$ cat config.mk
export PLATFORM = sky130hd
export DESIGN_NAME = iq_capture_scheduler
export DESIGN_NICKNAME = d
export VERILOG_FILES = /design/src/rtl/iq_capture_scheduler.sv
export SDC_FILE = /design/constraint.sdc
export NUM_CORES = 1
export LEC_CHECK = 0
export BUFFER_PORTS_ARGS = -buffer_cell sky130_fd_sc_hd__buf_4
export CAP_MARGIN = 10
export CORE_ASPECT_RATIO = 2
export CORE_MARGIN = 3
export CORE_UTILIZATION = 51
export CTS_BUF_LIST = sky130_fd_sc_hd__clkbuf_8
export DETAILED_ROUTE_END_ITERATION = 6
export HOLD_SLACK_MARGIN = 0.03
export PLACE_DENSITY = 0.89
export REMOVE_ABC_BUFFERS = 1
export SLEW_MARGIN = 20
export SYNTH_ARGS = -nofsm -noshare
export SYNTH_HDL_FRONTEND = slang
export SYNTH_SLANG_ARGS = --single-unit
$ cat constraint.sdc
create_clock -name clk -period 1.84 [get_ports clk]
set_clock_uncertainty 0.15 [all_clocks]
set_input_delay 0 -clock clk [delete_from_list [all_inputs] [get_ports clk]]
set_output_delay 0 -clock clk [all_outputs]
set_load 0.05 [all_outputs]
$ cat src/rtl/iq_capture_scheduler.sv
// iq_capture_scheduler
// Drives the write port of the ping-pong IQ BRAM. Decimated IQ strobes are
// turned into one-cycle writes into the active bank. The one-second marker
// closes the active bank and hands it to the PS as a frame.
// Bank select, sample address, transmit inhibit, sample-count saturation and
// the PS ready/ack handshake with overrun detection all live here.

module iq_capture_scheduler #(
    parameter int ADDR_WIDTH  = 16,
    parameter int MAX_SAMPLES = 40960
) (
    input  logic                  clk,
    input  logic                  rst,
    input  logic                  cic_40_pulse,
    input  logic                  one_sec_pulse,
    input  logic                  tx_high,
    input  logic                  frame_ack,
    output logic [ADDR_WIDTH:0]   bram_addr,
    output logic [3:0]            bram_we,
    output logic                  frame_ready,
    output logic                  frame_bank,
    output logic [ADDR_WIDTH:0]   frame_count,
    output logic                  frame_full,
    output logic                  overrun,
    output logic                  state_sync
);

    // The count has one more bit than the address, so a bank that is
    // completely full (MAX_SAMPLES == 2**ADDR_WIDTH) still fits in it.
    localparam logic [ADDR_WIDTH:0] C_MAX_COUNT = MAX_SAMPLES[ADDR_WIDTH:0];
    localparam logic [ADDR_WIDTH:0] C_CNT_ONE   = 1;

    typedef enum logic {
        ST_WAIT_SYNC = 1'b0,
        ST_CAPTURE   = 1'b1
    } state_t;

    // ------------------------------------------------------------------
    // Registers
    // ------------------------------------------------------------------
    state_t                  r_state;
    logic                    r_sec_d;
    logic                    r_bank;
    logic [ADDR_WIDTH:0]     r_count;
    logic                    r_full;
    logic [ADDR_WIDTH:0]     r_bram_addr;
    logic [3:0]              r_bram_we;
    logic                    r_frame_ready;
    logic                    r_frame_bank;
    logic [ADDR_WIDTH:0]     r_frame_count;
    logic                    r_frame_full;
    logic                    r_overrun;

    // ------------------------------------------------------------------
    // Combinational control
    // ------------------------------------------------------------------
    state_t                  w_state_next;
    logic                    w_sec_edge;
    logic                    w_sync_start;
    logic                    w_close;
    logic                    w_accept;
    logic                    w_drop;
    logic                    w_wr_bank;
    logic [ADDR_WIDTH-1:0]   w_wr_idx;

    assign w_sec_edge = one_sec_pulse & ~r_sec_d;

    // The marker history register runs even during reset so that a marker
    // already high when reset releases is not seen as a fresh edge.
    always_ff @(posedge clk) begin
        // NOTE: every clocked assignment is non-blocking so that all
        // registers update together from values sampled before the edge.
        r_sec_d <= one_sec_pulse;
    end

    // Next-state and per-cycle decisions: sync, frame close, write or drop.
    always_comb begin
        // NOTE: every signal gets a default before the case so that no path
        // leaves one unassigned, which would infer a latch.
        w_state_next = r_state;
        w_sync_start = 1'b0;
        w_close      = 1'b0;
        w_accept     = 1'b0;
        w_drop       = 1'b0;
        w_wr_bank    = r_bank;
        w_wr_idx     = r_count[ADDR_WIDTH-1:0];

        case (r_state)
            ST_WAIT_SYNC: begin
                // Strobes are ignored until the first marker edge aligns us.
                if (w_sec_edge) begin
                    w_state_next = ST_CAPTURE;
                    w_sync_start = 1'b1;
                end
            end
            ST_CAPTURE: begin
                if (w_sec_edge) begin
                    w_close = 1'b1;
                    // A strobe landing on the marker is sample 0 of the
                    // bank being opened.
                    if (cic_40_pulse) begin
                        w_accept  = 1'b1;
                        w_wr_bank = ~r_bank;
                        w_wr_idx  = '0;
                    end
                end else if (cic_40_pulse) begin
                    if (r_count < C_MAX_COUNT) begin
                        w_accept = 1'b1;
                    end else begin
                        w_drop = 1'b1;
                    end
                end
            end
            default: begin
                w_state_next = ST_WAIT_SYNC;
            end
        endcase
    end

    // State register.
    always_ff @(posedge clk) begin
        if (rst) begin
            r_state <= ST_WAIT_SYNC;
        end else begin
            r_state <= w_state_next;
        end
    end

    // Active-bank bookkeeping and the BRAM write port. A tx-inhibited strobe
    // still uses up an address so that sample timing within the second stays
    // aligned; only the byte enables are suppressed.
    always_ff @(posedge clk) begin
        if (rst) begin
            r_bank      <= 1'b0;
            r_count     <= '0;
            r_full      <= 1'b0;
            r_bram_addr <= '0;
            r_bram_we   <= 4'h0;
        end else begin
            r_bram_we <= 4'h0;

            if (w_sync_start) begin
                r_bank  <= 1'b0;
                r_count <= '0;
                r_full  <= 1'b0;
            end else if (w_close) begin
                r_bank  <= ~r_bank;
                r_count <= w_accept ? C_CNT_ONE : '0;
                r_full  <= 1'b0;
            end else if (w_accept) begin
                r_count <= r_count + C_CNT_ONE;
            end else if (w_drop) begin
                r_full <= 1'b1;
            end

            if (w_accept) begin
                r_bram_addr <= {w_wr_bank, w_wr_idx};
                r_bram_we   <= tx_high ? 4'h0 : 4'hF;
            end
        end
    end

    // Frame handoff to the PS. A close always publishes the finished bank;
    // if the previous frame was still unacknowledged it is overwritten and
    // the sticky overrun flag records the loss. An ack arriving with a close
    // counts as consuming the old frame, so no overrun is raised.
    always_ff @(posedge clk) begin
        if (rst) begin
            r_frame_ready <= 1'b0;
            r_frame_bank  <= 1'b0;
            r_frame_count <= '0;
            r_frame_full  <= 1'b0;
            r_overrun     <= 1'b0;
        end else if (w_close) begin
            r_frame_ready <= 1'b1;
            r_frame_bank  <= r_bank;
            r_frame_count <= r_count;
            r_frame_full  <= r_full;
            if (r_frame_ready && !frame_ack) begin
                r_overrun <= 1'b1;
            end
        end else if (r_frame_ready && frame_ack) begin
            r_frame_ready <= 1'b0;
        end
    end

    assign bram_addr   = r_bram_addr;
    assign bram_we     = r_bram_we;
    assign frame_ready = r_frame_ready;
    assign frame_bank  = r_frame_bank;
    assign frame_count = r_frame_count;
    assign frame_full  = r_frame_full;
    assign overrun     = r_overrun;
    assign state_sync  = (r_state == ST_CAPTURE);

endmodule

==> impl_metrics.py <==
metrics = {
    "setup_path": {
        "cp.required_ps": 1950,
        "path_class": "flop to flop",
        "crit_fanout": 7,
        "cp-end-kind": "flop",
        "arrival_ps": 1910,
        "setup.worst_path.start_class": "flop",
    },
    "sta": {
        "slew_viol_final": 0,
        "rsz0062_at_grt": "yes",
        "finalHoldViolCount": 0,
        "relSlewSlack_pct": 59.3,
        "period_share_pct": 97.8,
        "fin_setup_tns_ps": 0,
        "worst_slack_ps": 40.7,
        "setup_viol": 0,
        "period_needed_ps": 1800,
        "tightest_slew_ps": 611,
        "max_freq_mhz": 556,
    },
    "cts": {
        "numCtsBuffers": 9,
        "cts.clk_slew.worst_paths_ps": 60,
        "clockBufferDepth": 2,
        "clkLatencyLatePin_ps": 340,
        "root_buffer": "clkbuf_8",
        "cts_max_level": 3,
        "cts_sinks": 60,
        "cts_tree": "done",
    },
    "drt": {
        "top_layer": "met4",
        "wl_met1_mm": 2.18,
        "drtPass1Iterations": 4,
        "via_per_inst": 5.60,
        "antenna_left": 0,
        "drtIter0Drc": 78,
        "num_vias": 2320,
        "wl_met2_mm": 3.54,
        "wl_per_cell_um": 15.0,
        "drc_errors": 0,
        "wl_met3_um": 340,
        "routed_wl_mm": 6.20,
    },
    "cells_and_area": {
        "fill_cells": 354,
        "final_nets": 364,
        "final_area_um2": 3180,
        "finalNonFillerCells": 414,
        "drive_gt1_share_pct": 31.4,
        "syn_to_final_growth_pct": 34.2,
        "n_antenna_cell": 0,
    },
    "logic_synthesis": {
        "synth_seq_area_share_pct": 50.7,
        "synth_cells": 287,
        "ys_warn_count": 0,
        "yosysUniqueCellTypes": 38,
        "synth_area_per_cell_um2": 8.25,
        "synthesis.area_um2": 2370,
        "ys_ff_latch": 60,
    },
    "place": {
        "port_buffers": 48,
        "gp_congestion": 0.871,
        "dp_cells": 389,
        "hpwlAfterDp_mm": 4.06,
        "place_area_um2": 2870,
        "place_ws_ps": -65.2,
    },
    "die": {
        "ios": 49,
        "rows": 34,
        "dieArea_um2": 5540,
        "core_area_um2": 4420,
        "die_h_um": 102,
        "die_w_um": 54.2,
        "floorplan.initialDensity_pct": 53.5,
    },
    "pwr": {
        "power.density_nw_per_um2": 790,
        "irDropWorstVdd_mv": 0.600,
        "power.leakage_nw": 1.20,
    },
    "flow_run": {
        "max_cap_viol_count": 0,
    },
    "global_route": {
        "grt.overflow.total": 0,
        "grt_max_degree": 24,
        "grt.total_usage_pct": 24.0,
        "antenna_found_initial": 0,
        "grt_pass1_vias": 2105,
        "grt_pass1_wl_mm": 9.61,
    },
    "outcome": {
        "status": "complete, no violations",
    },
    "hold_path": {
        "min_path_type": "input port to flop",
    },
}
==> where the power goes <==
part           switching, mW  leakage (nW)  total, mW  internal, mW
clock                  0.476        0.0941       1.05         0.578
combinational         0.0912         0.621      0.142        0.0509
sequential           0.00723         0.487       1.31          1.31
total                  0.575          1.20       2.51          1.94
==> stage by stage <==
step,hold slack (ps),total power [mW],utilization [%]
finish,192,2.51,71.8
global route,198,2.58,71.8
CTS,51.7,2.51,70.1
detailed placement,-18.9,1.46,64.9
global placement,-23.8,1.46,64.9
floorplan,-122,1.40,-
==> worst max-delay path, stage by stage (launching register included) <==
cell	delay, ps
dfxtp_2	340
nor3_4	310
o31ai_4	90
clkbuf_4	180
or4_1	470
a21oi_1	170
==> cell usage after synthesis <==
library cell  instances  share of area (%)
and2_1                4                1.1
o21ba_2               1               0.42
ha_1                  1               0.53
o21ai_0               6                1.3
buf_2                 7                1.5
nand3_1              21                4.4
nor2b_1               1               0.26
nand4b_1              1               0.37
nand4_2               1               0.53
nand4_1               1               0.26
nand3b_1              1               0.32
a211oi_1              1               0.32
and3_1                1               0.26
o41ai_1               1               0.37
o31ai_1               5                1.6
o31a_1                1               0.37
o21a_1                1               0.32
nor2_1               10                1.6
a21oi_1              52                 11
inv_1                 3               0.48
and4_2                1               0.42
nand2b_1              3               0.79
dfxtp_1              60                 51
o311ai_2              1               0.69
or4_1                 5                1.6
or2_0                 1               0.26
or3_2                 2               0.63
clkbuf_1             11                1.7
buf_4                 4                1.3
nor3_1                2               0.42
nand2_1              63                 10
o31ai_2               1               0.53
buf_1                 2               0.32
xnor2_1               2               0.74
or3_1                 5                1.3
a31o_2                1               0.37
nor3_2                1               0.42
nor4_1                2               0.53
==> flip-flops by register name, summed over array words and instances (netlist names) <==
signal,count
frame_bank,1
r_count,17
frame_count,17
frame_ready,1
frame_full,1
r_bank,1
overrun,1
state_sync,1
r_full,1
bram_we,1
r_sec_d,1
bram_addr,17
==> cell usage in the layout (no fill, tap or decap), drive strengths merged, types with 2 or more instances in the layout <==
| master | n |
|---|---|
| and2 | 4 |
| nand2b | 3 |
| a21oi | 52 |
| o21ai | 6 |
| dfxtp | 60 |
| nand4 | 2 |
| or3 | 7 |
| nor2 | 10 |
| buf | 77 |
| dlygate4sd3 | 5 |
| xnor2 | 2 |
| clkbuf | 13 |
| clkinv | 2 |
| nand2 | 63 |
| nor4 | 2 |
| o31ai | 6 |
| nand3 | 21 |
| nor3 | 3 |
| inv | 3 |
| or4 | 5 |
==> worst paths after layout <==
| path | startpoint | to | slack (ps) | cells past startpoint |
|---|---|---|---|---|
| worst max-delay path | r_count[14]$_SDFFE_PP0P_ | r_count[7]$_SDFFE_PP0P_ | 40 | 5 |
| worst min-delay path | one_sec_pulse | r_sec_d$_DFF_P_ | 190 | 2 |
| worst max register to register | r_count[14]$_SDFFE_PP0P_ | r_count[7]$_SDFFE_PP0P_ | 40 | 5 |
| worst min register to register | bram_addr[5]$_SDFFE_PP0P_ | bram_addr[5]$_SDFFE_PP0P_ | 300 | 2 |
==> cell type report <==
type                    count  area (um^2)  area share [%]
clock buffers              12          165            5.20
flip-flops and latches     60         1210            38.0
inverters                   3         11.3           0.354
well taps                  54         67.6            2.13
multi-input cells         200         1080            34.0
repair buffers             83          636            20.0
clock inverters             2         10.0           0.315
==> per-layer routing <==
| layer | global-route usage, % | vias up |
|---|---|---|
| met5 | 0 | - |
| met4 | 13.6 | 0 |
| met3 | 7.01 | 11 |
| met2 | 41.0 | 71 |
| met1 | 25.0 | 1112 |
| li1 | - | 1126 |
==> what timing repair did <==
item | in CTS | in global routing
buffers inserted | 1 | 5
endpoints found under the setup margin | 9 | 27
hold buffers | 4 | 1
hold endpoints to repair | 24 | 1
pin swaps | 1 | 7
resized for setup | 3 | 13
==> cells by family after synthesis <==
logic type               count (synthesis)  share of synthesized area, %
AO/OA/AOI/OAI                           71                          17.2
buffers and inverters                   27                          5.29
flip-flops                              60                          50.7
adder cells (fa/ha/maj)                  1                         0.528
AND/OR/NAND/NOR                        126                          25.5
XOR/XNOR                                 2                         0.740
Power figures use the tool's default switching activity.
